===== config.mk =====
export PLATFORM = sky130hd
export DESIGN_NAME = matrix_alloc_manager
export DESIGN_NICKNAME = d
export VERILOG_FILES = /design/src/rtl/matrix_alloc_manager.sv
export SDC_FILE = /design/constraint.sdc
export NUM_CORES = 1
export LEC_CHECK = 0
export CELL_PAD_IN_SITES_DETAIL_PLACEMENT = 1
export CELL_PAD_IN_SITES_GLOBAL_PLACEMENT = 1
export CORE_ASPECT_RATIO = 1.1
export CORE_MARGIN = 1
export CORE_UTILIZATION = 28
export CTS_CLUSTER_SIZE = 16
export DETAILED_ROUTE_END_ITERATION = 8
export PLACE_DENSITY = 0.49
export SETUP_SLACK_MARGIN = 0.3
export SLEW_MARGIN = 20
export SYNTH_ARGS = -nofsm -noshare
export SYNTH_HDL_FRONTEND = slang
export SYNTH_SLANG_ARGS = --single-unit

===== constraint.sdc =====
create_clock -name clk -period 13.9 [get_ports clk]
set_input_delay 4.17 -clock clk [delete_from_list [all_inputs] [get_ports clk]]
set_output_delay 4.17 -clock clk [all_outputs]
set_load 0.02 [all_outputs]

===== src/rtl/matrix_alloc_manager.sv =====
// Shape-indexed slot allocator for the matrix memory: hands out IDs s*SLOTS+slot per m x n shape.
// Optional build macro ALLOC_EVICT_EN: full shapes reuse their oldest slot instead of rejecting.
module matrix_alloc_manager #(
    parameter int MAX_DIM = 5,
    parameter int SLOTS   = 4,
    parameter int ID_W    = 7
) (
    input  logic            clk,
    input  logic            rst,
    input  logic            alloc_req,
    input  logic [3:0]      alloc_m,
    input  logic [3:0]      alloc_n,
    output logic            alloc_valid,
    output logic [ID_W-1:0] alloc_id,
    output logic            alloc_err,
    output logic            alloc_evict,
    input  logic            clear_all,
    input  logic [3:0]      query_m,
    input  logic [3:0]      query_n,
    output logic [2:0]      query_count,
    output logic [ID_W-1:0] query_newest_id,
    output logic [7:0]      total_count
);

    localparam int NSHAPE = MAX_DIM * MAX_DIM;
    localparam int SW     = (NSHAPE > 1) ? $clog2(NSHAPE) : 1;
    localparam int PW     = (SLOTS > 1) ? $clog2(SLOTS) : 1;

    logic [2:0]      count_tbl [NSHAPE];
    logic [PW-1:0]   ptr_tbl   [NSHAPE];

    logic            a_legal;
    logic [SW-1:0]   a_s;
    logic            a_full;
    logic [ID_W-1:0] a_id;
    logic            q_legal;
    logic [SW-1:0]   q_s;
    logic [2:0]      q_count_next;
    logic [ID_W-1:0] q_newest_next;

    // Decode request and query shapes; indices are forced to 0 for illegal dims
    // so table reads never go out of range.
    always_comb begin
        a_legal = (alloc_m != 4'd0) && (alloc_m <= 4'(MAX_DIM)) &&
                  (alloc_n != 4'd0) && (alloc_n <= 4'(MAX_DIM));
        a_s = '0;
        if (a_legal)
            a_s = SW'((32'(alloc_m) - 32'd1) * MAX_DIM + (32'(alloc_n) - 32'd1));
        a_full = (count_tbl[a_s] == 3'(SLOTS));
        a_id   = ID_W'(32'(a_s) * SLOTS + 32'(ptr_tbl[a_s]));

        q_legal = (query_m != 4'd0) && (query_m <= 4'(MAX_DIM)) &&
                  (query_n != 4'd0) && (query_n <= 4'(MAX_DIM));
        q_s = '0;
        if (q_legal)
            q_s = SW'((32'(query_m) - 32'd1) * MAX_DIM + (32'(query_n) - 32'd1));
        q_count_next  = '0;
        q_newest_next = '0;
        if (q_legal && (count_tbl[q_s] != 3'd0)) begin
            q_count_next  = count_tbl[q_s];
            q_newest_next = ID_W'(32'(q_s) * SLOTS + 32'(PW'(ptr_tbl[q_s] - PW'(1))));
        end
    end

`ifdef ALLOC_EVICT_EN
    logic evict_q;
    assign alloc_evict = evict_q;
`else
    assign alloc_evict = 1'b0;
`endif

    always_ff @(posedge clk or posedge rst) begin
        if (rst) begin
            alloc_valid     <= 1'b0;
            alloc_err       <= 1'b0;
            alloc_id        <= '0;
            query_count     <= '0;
            query_newest_id <= '0;
            total_count     <= '0;
`ifdef ALLOC_EVICT_EN
            evict_q         <= 1'b0;
`endif
            for (int i = 0; i < NSHAPE; i++) begin
                count_tbl[i] <= '0;
                ptr_tbl[i]   <= '0;
            end
        end else begin
            alloc_valid     <= 1'b0;
            alloc_err       <= 1'b0;
`ifdef ALLOC_EVICT_EN
            evict_q         <= 1'b0;
`endif
            query_count     <= q_count_next;
            query_newest_id <= q_newest_next;

            // Clear dominates a same-cycle request, which is then rejected.
            if (clear_all) begin
                total_count <= '0;
                for (int i = 0; i < NSHAPE; i++) begin
                    count_tbl[i] <= '0;
                    ptr_tbl[i]   <= '0;
                end
                if (alloc_req)
                    alloc_err <= 1'b1;
            end else if (alloc_req) begin
                if (!a_legal) begin
                    alloc_err <= 1'b1;
                end else if (a_full) begin
`ifdef ALLOC_EVICT_EN
                    alloc_valid    <= 1'b1;
                    evict_q        <= 1'b1;
                    alloc_id       <= a_id;
                    ptr_tbl[a_s]   <= PW'(ptr_tbl[a_s] + PW'(1));
`else
                    alloc_err      <= 1'b1;
`endif
                end else begin
                    alloc_valid    <= 1'b1;
                    alloc_id       <= a_id;
                    ptr_tbl[a_s]   <= PW'(ptr_tbl[a_s] + PW'(1));
                    count_tbl[a_s] <= count_tbl[a_s] + 3'd1;
                    total_count    <= total_count + 8'd1;
                end
            end
        end
    end

endmodule


==> Yosys cells after proc, flatten, opt, wreduce, memory -nomap -nowiden <==
Cells that the tools add are included.
{ "op_classes": {"add_sub_neg": 12, "n_mul": 2, "n_div": 0, "order_cmp": 7, "eq_ne": 2, "shift": 0, "n_mux": 43, "bitwise": 4, "n_reduce_logical": 17} }
{ "op_table": {"columns": ["op", "n"], "rows": [
  ["$mux W75", 4],
  ["$mux W50", 4],
  ["$bwmux W75", 1],
  ["$bwmux W50", 1],
  ["$mux W8", 4],
  ["$bmux W3 S5", 2],
  ["$bmux W2 S5", 2],
  ["$sub A4 B1 Y5 const B", 4],
  ["$mux W3", 6],
  ["$le A4 B3 Y1 const B", 4],
  ["$reduce_bool A4 Y1", 4],
  ["$demux W3 S5", 1],
  ["$add A7 B2 Y7", 2],
  ["$ge A6 B6 Y1 const B", 2],
  ["$not A5 Y6", 2],
  ["$add A5 B5 Y5", 2],
  ["$demux W2 S5", 1],
  ["$mul A5 B4 Y5 const B", 2],
  ["$mux W2", 5],
  ["$mux W5", 2],
  ["$mux W1", 9],
  ["$add A8 B1 Y8 const B", 1],
  ["$logic_and A1 B1 Y1", 8],
  ["$mux W7", 1],
  ["other kinds (11)", 13]
]} }
{ "totals": {"regBits": 152, "latch_bits": 0, "mem_bits_rw": 0, "romBits": 0, "out_inout_bits": 28, "word_cells": 143, "mem_count": 0} }

==> Longest topological paths before layout <==
Gate-level depths: netlist (run 1).
{ "depth": {"depth_word": 15, "ltp_mapped": 24} }

==> Worst setup path before layout (run 1) <==
No wires, ideal clock.
{ "synth_timing": {"path_type": "input -> register", "from": "input alloc_m[0]", "to": "register alloc_id[1]", "arrival_time_ns": 9.234, "t_required_ns": 13.775, "setup_slack_ns": 4.542, "path_stages": 22, "path_buffers": 2, "path_cell_list": "inv_1 > ha_1 > nand2b_2 > nand2_1 > ha_1 > ha_1 > fa_1 > ha_1 > inv_1 > fa_1 > xnor2_1 > xnor2_1 > xor3_2 > nand3_1 > a2111oi_0 > nor4_4 > buf_2 > ha_1 > o311a_4 > a211oi_2 > buf_4 > mux2_2"} }
{ "synth_between": {"elab_chain_cells": 12, "elab_cells_between_ends": 20, "classes_between": "3 x add/sub; 1 x mul; 1 x order compare; 1 x eq/ne; 7 x mux; 2 x bitwise; 5 x reduce/logical"} }
{ "synth_lines": {"columns": ["item", "line", "source"], "rows": [
  ["start: declaration", "11", "input logic [3:0] alloc_m,"],
  ["branches (longest 12 deep; another with $add A7 B2 Y7)", null, null],
  ["end signal: assignment", "119", "alloc_id <= a_id;"],
  ["end: declaration", "14", "output logic [ID_W-1:0] alloc_id,"]
]} }
Parallel ways; which one is timed is not known. The select of a mux whose other input is x is not followed.
A chain may end at the register's enable or synchronous reset.

==> Worst setup path after layout (run 1) <==
{ "layout_timing": {"from": "input alloc_m[0]", "to": "register ptr_tbl[36] (netlist name)"} }
{ "layout_between": {"elab_chain_cells": 15, "elab_cells_between_ends": 31, "classes_between": "3 x add/sub; 1 x mul; 3 x order compare; 2 x eq/ne; 14 x mux; 1 x bitwise; 7 x reduce/logical"} }
{ "layout_lines": {"columns": ["item", "line", "source"], "rows": [
  ["branches (longest 15 deep; another with $sub A4 B1 Y5)", null, null],
  ["end signal: indexed assignment", "120", "ptr_tbl[a_s] <= PW'(ptr_tbl[a_s] + PW'(1));"],
  ["end: declaration", "30", "logic [PW-1:0] ptr_tbl [NSHAPE];"]
]} }
Parallel ways; which one is timed is not known. The select of a mux whose other input is x is not followed.

==> results of run 1 <==
worst register-to-register path: stages, from the launching register on:
cell      delay [ns]
dfrtp_1         0.40
mux2_2          0.27
a222oi_1        0.35
a21oi_1         0.17
a22o_1          0.24
a32o_1          0.27
nor4_4          0.29
buf_4           0.44
inv_1           0.10
ha_1            0.23
o21a_1          0.36
nor2_2          0.71
a311oi_1        0.22
layout make-up:
type,instances,share of cell area
Inverter,37,0.0123
Clock buffer,18,0.0367
Tap cell,487,0.0521
Clock inverter,13,0.0113
Sequential cell,152,0.325
Timing Repair Buffer,70,0.0546
Multi-Input combinational cell,783,0.507
cell families after synthesis:
group	Yosys count	share of synthesized area
xor+xnor	21	0.0230
buf+inv	118	0.0507
flops	152	0.372
compound gates	306	0.226
mux	107	0.123
fa+ha+maj	28	0.0402
other cells	1	0.000367
simple gates	320	0.165
flip-flops by register name, summed over array words and instances (netlist names):
signal,cells
alloc_err,1
alloc_id,7
alloc_valid,1
count_tbl,75
ptr_tbl,50
query_count,3
query_newest_id,7
total_count,8
cells in the mapped netlist, types with 23 or more instances:
library cell,n
o21ai_0,49
nand3_1,26
dfrtp_1,152
nand3b_1,33
clkbuf_1,43
nor2b_1,24
nor3_1,49
mux2i_1,76
nand2_1,35
nor2_1,96
buf_2,23
inv_1,36
a21oi_1,63
power by group:
| part | total (uW) | internal, uW | switching [uW] |
|---|---|---|---|
| clock | 469 | 261 | 208 |
| sequential | 454 | 448 | 6.12 |
| combinational | 542 | 144 | 398 |
| total | 1470 | 853 | 612 |
how the worst max path moves through the flow:
stage                           from       endpoint  depth (start not counted)
after floorplan           alloc_m[0]    alloc_id[1]                         22
after global placement    alloc_m[0]  count_tbl[53]                         23
after detailed placement  alloc_m[0]    ptr_tbl[36]                         22
after CTS                 alloc_m[0]    ptr_tbl[36]                         22
after global routing      alloc_m[0]    ptr_tbl[36]                         22
final                     alloc_m[0]    ptr_tbl[36]                         22
layer usage:
| layer | track usage | routed length [um] |
|---|---|---|
| met5 | 0 | 0 |
| met4 | 0.0682 | 774 |
| met2 | 0.409 | 21600 |
| met3 | 0.0351 | 1620 |
| met1 | 0.332 | 20100 |
placed cells by master, fill, tap and decap left out, types with 6 or more instances in the layout:
cell type and n:
xnor2_1 9, a211oi_1 15, nand4_1 6, o311ai_0 9, nor2_1 93, and3_1 6
nor3_1 48, nor3_2 6, mux2_2 18, a221oi_1 9, fa_1 8, buf_4 25
o41ai_1 7, mux2i_1 76, a21oi_1 62, a22o_1 6, nand2b_1 10, nor2b_1 24
o21ai_0 49, ha_1 18, o31ai_1 18, clkbuf_16 17, nand3_1 26, or3_1 10
mux4_2 13, inv_1 35, o31ai_2 14, o22ai_1 16, o211ai_2 11, clkdlybuf4s50_1 45
nand2_1 35, nand3b_1 33, a31oi_1 12, xor2_1 8, o211ai_1 12, dfrtp_1 152
stage by stage:
stage               cells  total power [uW]  utilization  instance area, sq um  hold WS (ns)
floorplan            1053               802            -                 10200         0.468
global placement     1529               998        0.308                 11100         0.513
detailed placement   1529               999        0.308                 11100         0.518
CTS                  1560              1470        0.324                 11700         0.534
global route         1560              1520        0.324                 11700         0.560
finish               1560              1470        0.324                 11700         0.528
==> qor.csv, run 1 <==
metric,value,unit
synth_edf_count,0,
rrSetupSlack,9.68,ns
die-height,202,um
drc,0,
final.min_clock_period,10.82,ns
rows,73,
ys.flop_type,dfrtp_1,
worstHoldPathCells,2,
synth_fp_nets,1101,
ff_latch_area,3800,sq um
cp_slowest_cell,a211oi_2,
netlist.area_leader.share,0.372,
cts-root-buf,clkbuf_16,
crit_buf_inv,3,
htreeDepth,4,
critical_path_arrival,11.19,ns
synthCells,1053,
yosys-top-cells-area,"dfrtp_1 37%, mux2i_1 7.4%, nor2_1 3.5%, a21oi_1 3.1%, mux4_2 2.9%",
slew_violations,0,
end_kind,register,
multiInputGateArea,5930,sq um
die_area,37300,sq um
first_global_vias,9297,
post_cts_buffers,0,
syn_to_final_growth,14.4,%
die-width,184,um
drive_gt1_frac,0.136,
antenna_found_initial,0,
netlist_area,10200,sq um
viasPerCell,5.81,
ys_seq_area_frac,0.372,
holdPathEnd,count_tbl[72],
io_buffers,46,
crit_path_max_fanout,12,
post_cts_resized,0,
tightest_slew,1.05,ns
gp_congestion,0.861,
max_stage_delay,0.75,ns
worstPathCellList,"clkdlybuf4s50_1, inv_1, ha_1, nand2b_2, nand2_1, ha_1, ha_1, fa_1, ha_1, inv_1, fa_1, xnor2_1, xnor2_1, xnor3_1, or3_1, a211oi_1, nor4_4, ha_1, o311a_4, a211oi_2, nand4_1, o21ai_0",
grt_max_degree,88,
cts_buffers,17,
clockBufferDepth,2,
drt-initial-drc-count,682,
hold_class,register to register,
initial_core_util,0.283,
r2r_cells,12,
layout_setup_ws,3.08,ns
ys_types,89,
dp_slack,2.59,ns
relSlewSlack,0.299,
drt-pass1-iter-count,5,
synth-async-reset-ratio,1.00,
syn_avg_cell_area,9.71,sq um
ys_seq_elements,152,
reg2reg_from,count_tbl[6],
clk_latency,0.46,ns
yosys.area.top_type,dfrtp_1,
io-pin-count,48,
crit_family,adder cells,
max_freq,92.5,MHz
hold_violations,0,
final_nets,1109,
synth_warnings,0,
cts_tree,yes,
core_area,36100,sq um
hp-start,count_tbl[72],
setup_tns,0,ns
drtAntennaViolNets,0,
finalWirelength,44200,um
rsz0062_at_grt,false,
path_common_cell,ha_1,
wl_per_cell,28.3,um
clk_pin_slew_worst_paths,0.07,ns
nFillCells,4090,
pwr_density_cell,125,nW/um^2
grt_overflow,0,
via_count,9060,
status,completed,
grt_usage,0.246,
crit_path_start_kind,primary input,
p_leak,0.00490,uW
cap_violations,0,
setup_viol,0,
cts.hold.buffers_added,0,
r2r-end,count_tbl[50],
grt_pass1_wl,66600,um
irDropWorstVdd,97.8,uV
cp.required,14.27,ns
hpwl,31200,um
cts_sinks,152,
min_period_over_period,0.778,
num_antenna_cells,0,
skew,0.0131,ns
critical_path_class,primary input to register,
Note: power is estimated with default switching activity, not from simulation.
==> inputs of run 2 (changes only) <==
- PLACE_DENSITY: 0.49 -> 0.51
- clock period: 13.9 -> 8.65 ns (I/O delays scaled with it)
==> qor.csv, run 2 (synthesized netlist as in run 1, its figures left out) <==
metric,value,unit,change
status,completed,,
final_cell_mix,"152 x dfrtp_1, 96 x nor2_1, 76 x mux2i_1",,
drt-initial-drc-count,629,,-7.8%
cts_buffers,17,,unchanged
hold_violations,0,,unchanged
drt-pass1-iter-count,5,,unchanged
setup_viol,0,,unchanged
cts.hold.buffers_added,0,,unchanged
rows,73,,unchanged
io_buffers,46,,unchanged
path_common_cell,ha_1,,
die-width,184,um,unchanged
initial_core_util,0.283,,unchanged
tightest_slew,1.29,ns,+0.236 ns
hpwl,31700,um,+1.6%
rsz0062_at_grt,true,,
finalWirelength,43600,um,-1.3%
gp_congestion,0.890,,+3.4%
clockBufferDepth,2,,unchanged
core_area,36100,sq um,unchanged
irDropWorstVdd,144,uV,+47%
worstPathCellList,"clkdlybuf4s50_1, inv_1, ha_1, nand2b_2, nand2_1, ha_1, ha_1, fa_1, ha_1, nand3_1, or3_1, a211oi_1, nor4_4, ha_1, o311a_4, a211oi_2, buf_6, nand4_1, buf_4, o21ai_0",,
grt_max_degree,82,,-6.8%
dp.cells,1574,,+2.9%
nFillCells,4070,,-0.49%
first_global_vias,9616,,+3.4%
hold_class,register to register,,
slew_violations,0,,unchanged
largest_register,count_tbl,,
min_period_over_period,0.947,,
wl_per_cell,27.1,um,-4.3%
drtAntennaViolNets,0,,unchanged
grt_pass1_wl,66400,um,-0.37%
pwr_density_cell,205,nW/um^2,+63%
design_area,12200,sq um,+4.4%
max_stage_delay,0.69,ns,-0.06 ns
antenna_found_initial,0,,unchanged
die-height,202,um,unchanged
cp_slowest_cell,ha_1,,
drive_gt1_frac,0.172,,+0.0358
fin_cells,1610,,+3.2%
grt_overflow,0,,unchanged
busiest_layer,met2,,
cts_tree,yes,,
grt_use_met1,0.327,,-0.00497
htreeDepth,4,,unchanged
cts-root-buf,clkbuf_16,,
cp.required,9.02,ns,-5.25 ns
die_area,37300,sq um,unchanged
viasPerCell,5.73,,-1.4%
largest_register_ffs,75,,unchanged
io-pin-count,48,,unchanged
critical_path_class,primary input to register,,
clk_latency,0.46,ns,about the same
p_leak,0.00518,uW,+5.7%
via_count,9221,,+1.8%
end_kind,register,,
skew,0.0160,ns,+0.00295 ns
num_antenna_cells,0,,unchanged
grt_usage,0.244,,-0.00245
relSlewSlack,0.139,,-0.160
crit_path_start_kind,primary input,,
met3_usage,0.0360,,+0.000901
met2_usage,0.389,,-0.0195
final.min_clock_period,8.19,ns,
cap_violations,0,,unchanged
post_dp_cell_area,11500,sq um,+3.4%
max_freq,122,MHz,
crit_path_max_fanout,11,,-1
final_nets,1158,,+4.4%
critical_path_arrival,8.56,ns,-2.63 ns
reg_top3,"count_tbl: 75 flops, ptr_tbl: 50 flops, total_count: 8 flops",,
syn_to_final_growth,19.4,%,
drc,0,,unchanged
final_common_cell,dfrtp_1,,
clk_pin_slew_worst_paths,0.06,ns,about the same
cts_sinks,152,,unchanged
## run 2: changes by cell type in the layout (fill, tap and decap cells not counted), sizes merged
cell	previous run	this run
buf	25	74
clkinv	8	5
clkbuf	18	20
clkinvlp	4	2
inv	36	39
bufinv	2	3
## run 2: path summary, 6_finish.rpt
check,end,slack (ns),startpoint,cells past startpoint
worst max-delay path,ptr_tbl[12],0.46,alloc_m[1],20
min in group asynchronous,count_tbl[69],2.55,rst,2
worst max register to register,count_tbl[73],4.98,count_tbl[3],12
worst min-delay path,alloc_id[3],0.53,alloc_id[3],1
max in group asynchronous,alloc_id[4],4.95,rst,3
worst min register to register,alloc_id[3],0.53,alloc_id[3],1
## run 2: cell type report
class                           count  area, sq um  area share
Multi-Input combinational cell    783         5960       0.489
Sequential cell                   152         3800       0.312
Timing Repair Buffer              119         1060      0.0869
Tap cell                          487          609      0.0499
Clock buffer                       20          457      0.0374
Clock inverter                     12          165      0.0135
Inverter                           37          144      0.0118
## run 2: worst max-delay path, delay by kind of cell
| kind | cells | cell delay, ns |
|---|---|---|
| AO/OA/AOI/OAI | 4 | 1.09 |
| adder cells (fa/ha/maj) | 6 | 2.19 |
| buffers and inverters | 4 | 1.02 |
| AND/OR/NAND/NOR | 6 | 1.65 |
## run 2: power by group
part | internal, uW | total (uW) | switching [uW] | leakage (uW)
sequential | 719 | 729 | 9.61 | 0.00212
clock | 474 | 821 | 347 | 0.000299
combinational | 294 | 947 | 653 | 0.00276
## run 2: through the flow
step / hold WS [ns] / total power [uW] / utilization / TNS, ns / setup slack [ns]
after floorplan: 0.468 / 1290 / - / 0 / 0.867
after global placement: 0.493 / 1660 / 0.319 / 0 / 0.0834
after detailed placement: 0.509 / 1660 / 0.319 / -0.0664 / -0.0246
after CTS: 0.541 / 2490 / 0.336 / 0 / 0.422
after global routing: 0.554 / 2590 / 0.338 / 0 / 0.271
final: 0.527 / 2500 / 0.338 / 0 / 0.460
## run 2: per-layer routing
metal | wire length, um | vias to the layer above
met3 | 1900 | 80
li1 | - | 4059
met2 | 20500 | 263
met5 | 0 | -
met4 | 1700 | 0
met1 | 19500 | 4819
## run 2: what timing repair did
action,in CTS,in global routing
endpoints found under the setup margin,0,44
gates resized for setup,0,7
setup buffers,0,4
